===== src/rtl/histogram_eq_lut_builder.sv =====
// histogram_eq_lut_builder: sweeps histogram bins into a CDF-based equalization LUT (double-buffered)
// and remaps a pixel stream through the active bank.
module histogram_eq_lut_builder #(
    parameter int PIXELS_LOG2 = 16,
    parameter int CDF_W = PIXELS_LOG2 + 1
) (
    input  logic             clk,
    input  logic             rst,
    input  logic             hist_ready,
    output logic [7:0]       hist_addr_rd,
    input  logic [15:0]      hist_data_rd,
    input  logic [7:0]       in_pixel,
    input  logic             in_valid,
    output logic [7:0]       out_pixel,
    output logic             out_valid,
    output logic             lut_done,
    output logic [CDF_W-1:0] total_count,
    output logic             count_err
);
    localparam logic [1:0] IDLE = 2'd0, READ = 2'd1, DRAIN = 2'd2, SWAP = 2'd3;
    localparam logic [CDF_W-1:0] CDF_MAX = '1;
    localparam logic [CDF_W-1:0] FULL = CDF_W'(1) << PIXELS_LOG2;
    logic [1:0] state;
    logic pending, lut_loaded, bank, sat, rd_v, wr_v;
    logic [7:0] rd_k, wr_k, map;
    logic [CDF_W-1:0] cdf;
    logic [CDF_W:0] sum;
    logic [CDF_W+7:0] scaled;
    logic [7:0] lut [0:511];
    always_comb begin
        sum = {1'b0, cdf} + (CDF_W+1)'(hist_data_rd);
        scaled = ((CDF_W+8)'(cdf) * (CDF_W+8)'(255)) >> PIXELS_LOG2;
        map = |scaled[CDF_W+7:8] ? 8'hff : scaled[7:0];
    end
    assign lut_done = state == SWAP;
    always_ff @(posedge clk) begin
        if (rst) begin
            state <= IDLE;
            pending <= 1'b0;
            lut_loaded <= 1'b0;
            bank <= 1'b0;
            hist_addr_rd <= 8'd0;
            total_count <= '0;
            count_err <= 1'b0;
            cdf <= '0;
            sat <= 1'b0;
            rd_v <= 1'b0;
            wr_v <= 1'b0;
            rd_k <= 8'd0;
            wr_k <= 8'd0;
        end else begin
            // bin data arrives one cycle after its address, CDF one cycle after that
            rd_v <= state == READ;
            rd_k <= hist_addr_rd;
            wr_v <= rd_v;
            wr_k <= rd_k;
            if (rd_v) begin
                cdf <= sum[CDF_W] ? CDF_MAX : sum[CDF_W-1:0];
                sat <= sat | sum[CDF_W];
            end
            if (hist_ready && state != IDLE) pending <= 1'b1;
            case (state)
                IDLE: begin
                    hist_addr_rd <= 8'd0;
                    cdf <= '0;
                    sat <= 1'b0;
                    if (hist_ready) state <= READ;
                end
                READ: begin
                    if (hist_addr_rd == 8'hff) state <= DRAIN;
                    else hist_addr_rd <= hist_addr_rd + 8'd1;
                end
                DRAIN: if (wr_v && wr_k == 8'hff) state <= SWAP;
                SWAP: begin
                    bank <= ~bank;
                    lut_loaded <= 1'b1;
                    total_count <= cdf;
                    count_err <= sat || cdf != FULL;
                    cdf <= '0;
                    sat <= 1'b0;
                    hist_addr_rd <= 8'd0;
                    pending <= 1'b0;
                    state <= (pending || hist_ready) ? READ : IDLE;
                end
            endcase
        end
    end
    always_ff @(posedge clk) if (wr_v) lut[{~bank, wr_k}] <= map;
    always_ff @(posedge clk) begin
        if (rst) begin
            out_pixel <= 8'd0;
            out_valid <= 1'b0;
        end else begin
            out_valid <= in_valid;
            out_pixel <= lut_loaded ? lut[{bank, in_pixel}] : in_pixel;
        end
    end
endmodule


===== config.mk =====
export PLATFORM = sky130hd
export DESIGN_NAME = histogram_eq_lut_builder
export DESIGN_NICKNAME = d
export VERILOG_FILES = /design/src/rtl/histogram_eq_lut_builder.sv
export SDC_FILE = /design/constraint.sdc
export NUM_CORES = 2
export LEC_CHECK = 0
export ABC_AREA = 1
export ABC_CLOCK_PERIOD_IN_PS = 56000
export CORE_UTILIZATION = 40
export DETAILED_ROUTE_END_ITERATION = 12
export GPL_TIMING_DRIVEN = 1
export PLACE_DENSITY = 0.62
export SLEW_MARGIN = 20
export SYNTH_ARGS = -nofsm -noshare
export SYNTH_HDL_FRONTEND = slang
export SYNTH_SLANG_ARGS = --single-unit

===== constraint.sdc =====
create_clock -name clk -period 56 [get_ports clk]
set_input_delay 11.2 -clock clk [delete_from_list [all_inputs] [get_ports clk]]
set_output_delay 11.2 -clock clk [all_outputs]
set_load 0.005 [all_outputs]

After elaboration in Yosys (flattened, before gate mapping). Memory sizes are Yosys's and may differ from the RTL's. Cells that the tools add are included.

Bits in writable memories: 4096. Memories kept: 1. Output and inout port bits: 36. Flip-flop bits (word level): 76. Logic and storage cells: 55. Input bits: 28.

Memory list: lut (words 512, bits a word 8, rd ports 1, clocked after memory_dff 0, write ports 1, RTL line 29) `logic [7:0] lut [0:511];`.

Multiply operators: 1. Add/subtract/negate cells: 2. Reductions and logical operators: 12. Bitwise gates (word level): 2. Equality and inequality tests: 10. Mux-type cells: 12.

Operator list (number): multiplier 17 x 8 -> 25 bit, second input constant (1); 2-to-1 mux 8 bit (3); adder 17 x 16 -> 18 bit (1); 2-to-1 mux 17 bit (1); != test 17 bit, second input constant (1); equality test 8 bit, second input constant (2); case mux 8 bit (2 select lines) (1); adder 8 x 1 -> 8 bit, second input constant (1); case mux 2 bit (4 select lines) (1); 2-to-1 mux 2 bit (3); != test 2 bit, second input constant (3); equality test 2 bit, second input constant (2); nonzero test 2 bit (2); OR reduction 2 bit (2); 2-to-1 mux 1 bit (3); AND reduction 3 bit (1); OR reduction 3 bit (1); equality test 2 x 1 -> 1 bit, second input constant (1); logical AND 1 bit (2); zero test 2 bit (1); logical OR 1 bit (2); != test 2 x 1 -> 1 bit, second input constant (1); AND reduction 2 bit (1); NOT 1 bit (1); bitwise OR 1 bit (1).

Logic depth before layout (Yosys ltp).
Depth in word-level cells: 4. Mapped depth: 21. Mapped depth without buffers: 21.

Least setup slack after synthesis. No wires, ideal clock.

Path kind: register to register. Start point: register cdf[16]. End point: memory lut[0][6] (data pin). Path buffers: 0. Data required time: 53298 ps. Clock period less this slack: 18771 ps. Arrival: 16069 ps. Stages on the path, launching flop included: 17. Setup slack: 37229 ps. Path through: dfxtp_1 > fa_1 > fa_1 > inv_1 > fa_1 > fa_1 > inv_1 > ha_1 > a21oi_1 > o21ai_0 > a21oi_1 > o211ai_1 > nand2_1 > nand2_1 > nand2_1 > inv_1 > o21ai_1.

Cells in the longest elaborated chain, start to end: 2.

Ends and longest elaborated chain: start: declaration (RTL line 26) `logic [CDF_W-1:0] cdf;`; start signal: assignment (RTL line 58) `cdf <= sum[CDF_W] ? CDF_MAX : sum[CDF_W-1:0];`; multiplier 17 x 8 -> 25 bit (RTL line 32) `scaled = ((CDF_W+8)'(cdf) * (CDF_W+8)'(255)) >> PIXELS_LOG2;`; 2-to-1 mux 8 bit (RTL line 33) `map = |scaled[CDF_W+7:8] ? 8'hff : scaled[7:0];`; net map[6] (RTL line 25) `logic [7:0] rd_k, wr_k, map;`; end: declaration (RTL line 29).

The timed path passes the listed nets, and every way through them passes these cells.

Worst setup path in the final report.
Start point: input port in_pixel[0]. End point: register out_pixel[5].

Cells in the longest elaborated chain, start to end: 2.

Ends and longest elaborated chain: start: declaration (RTL line 12) `input logic [7:0] in_pixel,`; memory (512 x 8 bit); 2-to-1 mux 8 bit (RTL line 95) `out_pixel <= lut_loaded ? lut[{bank, in_pixel}] : in_pixel;`; end signal: assignment (RTL line 95); end: declaration (RTL line 14) `output logic [7:0] out_pixel,`.

Every way passes these cells. A chain may end at the register's enable or synchronous reset.

==> impl_results.md <==
- Layout cells sized above 1: 0.05546
- Rows: roughly 240
- Worst-skew pair later-pin latency: slightly below 1 ns
- I/O Buffers: 63
- Total number of vias: approximately 110k
- Synth unique cells: 43
- First-pass DRT Iterations: 6
- Grt total ovfl: 0
- Vias/cell: roughly 5.6
- Sequential fraction of the synthesis area: 0.7193
- Core Area: 430900 sq um
- Layout area overhead: 10.09%
- Final Max Slew Viols: 0
- FF-to-FF setup slack: about 47 ns
- Final WL: between 400000 and 500000 um
- Status: finished, final reports clean
- Setup TNS: 0 ns
- GRT Total Usage: 0.2169
- Starting Density: 0.4017
- Worst-path maximum fanout: about 280
- Number of flops mapped to enable cells by yosys: slightly above 4000
- Bufs on Longest Clock Path: 4
- Synth Cell Area: between 150000 and 200000 sq um
- Worst-Margin Slew: roughly 1.3 ns
- First-pass GRT wire length: between 700000 and 800000 um
- Post-CTS sizing: 0
- Largest net degree at the start of global routing: 283
- Setup crit end: out_pixel[5]
- FFs w/ async S/R, synth: 0
- Hold Buf Count CTS: 0
- Cell area power density: between 30 and 40 nW/um^2
- WHS: between 0.4 and 0.5 ns
- Final hold vios: 0
- DR DRC count: 0
- DP HPWL: between 200000 and 300000 um
- Final cell count without fillers: a little over 20000
- Die Y: roughly 660 um
- Top-area cell type share of the netlist area: 0.7105
- Hold Crit Class: reg -> reg
- Worst setup path startpoint: in_pixel[0]
- Postcts setup bufs: 0
- Worst R2R End: lut[467][5]
- Worst setup EP type: flip-flop
- Cells on worst reg2reg path: 19
- Full die area: 435400 sq um
- Top_reg_cell synth: edfxtp_1
- Dpl cells: about 20000
- Reg2reg start: cdf[4]
- RSZ-0062 raised after global routing: false
- Maximum vdd drop: 0.03028 mV
- Clock sink count: between 4000 and 5000
- Critical Path RT: around 57 ns
- Final period util: 0.2886
- Most frequent cell after synthesis: nand2_1
- Synthesized instance count: about 15000
- Initial antenna violation count: 16
- Syn avg cell area: around 12 sq um
- Die Wd: 659.9 um
- Critical path arrival: between 15 and 20 ns
- Routed WL per cell: about 24 um
- Setup crit start kind: input port
- #FFs+latches synth: approximately 4200
- Yosys warnings: 0
- Post-synth top cells: nand2_1 (4302), edfxtp_1 (4096), nand3_1 (4055), nor2_1 (574), buf_2 (495)
- Htree depth: 5
- Crit path kind: in -> reg
- Fmax: 61.88 MHz
- Vias in the first global route: roughly 110k
- Final #Nets: 14530
- Post-route minimum period: approximately 16 ns
- Clock Root Buffer: clkbuf_16
- Clock Pin Slew Worst Setup and Hold Paths: about 0.060 ns
- Slew margin rel.: 0.1327
- Initial drt markers: roughly 14000
- Setup Viol. Count Final: 0
- Leakage power: roughly 67 nW
- Fillers: just under 40000
- Final antenna-violating net count: 0
- Post-synth top area cell: edfxtp_1
- CTS tree: done
- RePlAce Congestion: approximately 0.85
- Ports: between 60 and 70
- Total CTS buffers: 418
- Layout Skew: 0.05832 ns
- Synth Net Count: approximately 15000
- Max cap viols: 0
- Synth top area cells: edfxtp_1 (71%), nand3_1 (12%), nand2_1 (9.3%)
## routing by layer
metal,vias up,GRT usage,part of all wire
li1,51310,-,-
met1,56080,0.3114,0.42
met2,5433,0.3365,0.46
met3,858,0.03244,0.089
met4,0,0.07630,0.037
met5,-,0,0
## worst max-delay path, cell delays in order
cell	delay (ns)
buf_16	0.16
clkinv_16	0.38
buf_4	0.85
buf_4	0.68
buf_4	0.86
buf_4	0.82
nand2_1	0.12
nand3_1	0.10
nand3_1	0.14
nand3_1	0.12
nand3_1	0.13
nand3_1	0.25
nand3_1	0.10
nand3_1	0.36
nand3_1	0.22
nand3_1	0.11
nand2_1	0.07
inv_1	0.06
## placed cells by master, fill, tap and decap left out, types with 16 or more instances in the layout
cell type / Yosys / routed
buf_4: 158 / 165
bufinv_16: 0 / 33
clkbuf_1: 194 / 90
clkinv_1: 5 / 90
a21oi_1: 81 / 81
dfxtp_1: 76 / 76
fa_1: 75 / 75
nor2_1: 574 / 572
o21ai_0: 49 / 49
nand2_4: 0 / 18
nand3_1: 4055 / 4054
ha_1: 72 / 72
clkdlybuf4s50_1: 0 / 55
clkinv_2: 0 / 85
inv_1: 207 / 205
clkbuf_16: 0 / 426
buf_12: 1 / 16
edfxtp_1: 4096 / 4096
nand2_1: 4302 / 4284
## sequential cells by signal, indices dropped and copies added, names as in the netlist
signal / count
lut: 4096
cdf: 17
total_count: 17
hist_addr_rd: 8
out_pixel: 8
rd_k: 8
wr_k: 8
state: 2
bank: 1
count_err: 1
lut_loaded: 1
out_valid: 1
pending: 1
rd_v: 1
sat: 1
wr_v: 1
## logic make-up (layout without fill, tap and decap cells)
logic type,count (synthesis),in the layout,share of synthesized area
fa+ha+maj,147,147,0.01388
flops,4172,4172,0.7193
buf+inv,1212,1225,0.03643
compound gates,170,170,0.005414
xor+xnor,20,20,0.001012
simple gates,8960,8960,0.2240
other cells,0,7,0
## worst min path at each step
| stage | from | endpoint | slack, ns | cells past startpoint |
|---|---|---|---|---|
| floorplan | rd_k[0] | wr_k[0] | 0.39 | 2 |
| global placement | rd_k[2] | wr_k[2] | 0.40 | 2 |
| detailed placement | rd_k[2] | wr_k[2] | 0.40 | 2 |
| CTS | rd_k[1] | wr_k[1] | 0.42 | 2 |
| global route | rd_k[1] | wr_k[1] | 0.45 | 2 |
| finish | rd_k[1] | wr_k[1] | 0.41 | 2 |
## where the power goes
group	switching (W)	total (W)	internal, W
Clock	0.00120	0.00275	0.00156
Combinational	0.000598	0.000725	0.000127
Sequential	0.00000793	0.00370	0.00369
Total	0.00180	0.00718	0.00538
## layout make-up
cell class | instances | area (sq um) | area share
flip-flops and latches | 4172 | 124500 | 0.6534
multi-input cells | 9297 | 42490 | 0.2230
clock buffers | 526 | 11140 | 0.05843
well taps | 5710 | 7144 | 0.03749
repair buffers | 246 | 2237 | 0.01174
clock inverters | 237 | 2146 | 0.01126
inverters | 216 | 885.9 | 0.004648
diodes | 7 | 17.52 | 0.00009191
## per-stage QoR
step	utilization	cell area [sq um]	power [W]	worst slack [ns]
final	0.4423	190600	0.007179	39.84
after global routing	0.4423	190600	0.007368	39.41
after CTS	0.4422	190500	0.007199	39.91
after detailed placement	0.4114	177300	0.004488	38.90
after global placement	0.4114	177300	0.004478	38.87
after floorplan	-	173100	0.004373	37.23
No activity file was read; power rests on OpenSTA's default activity.
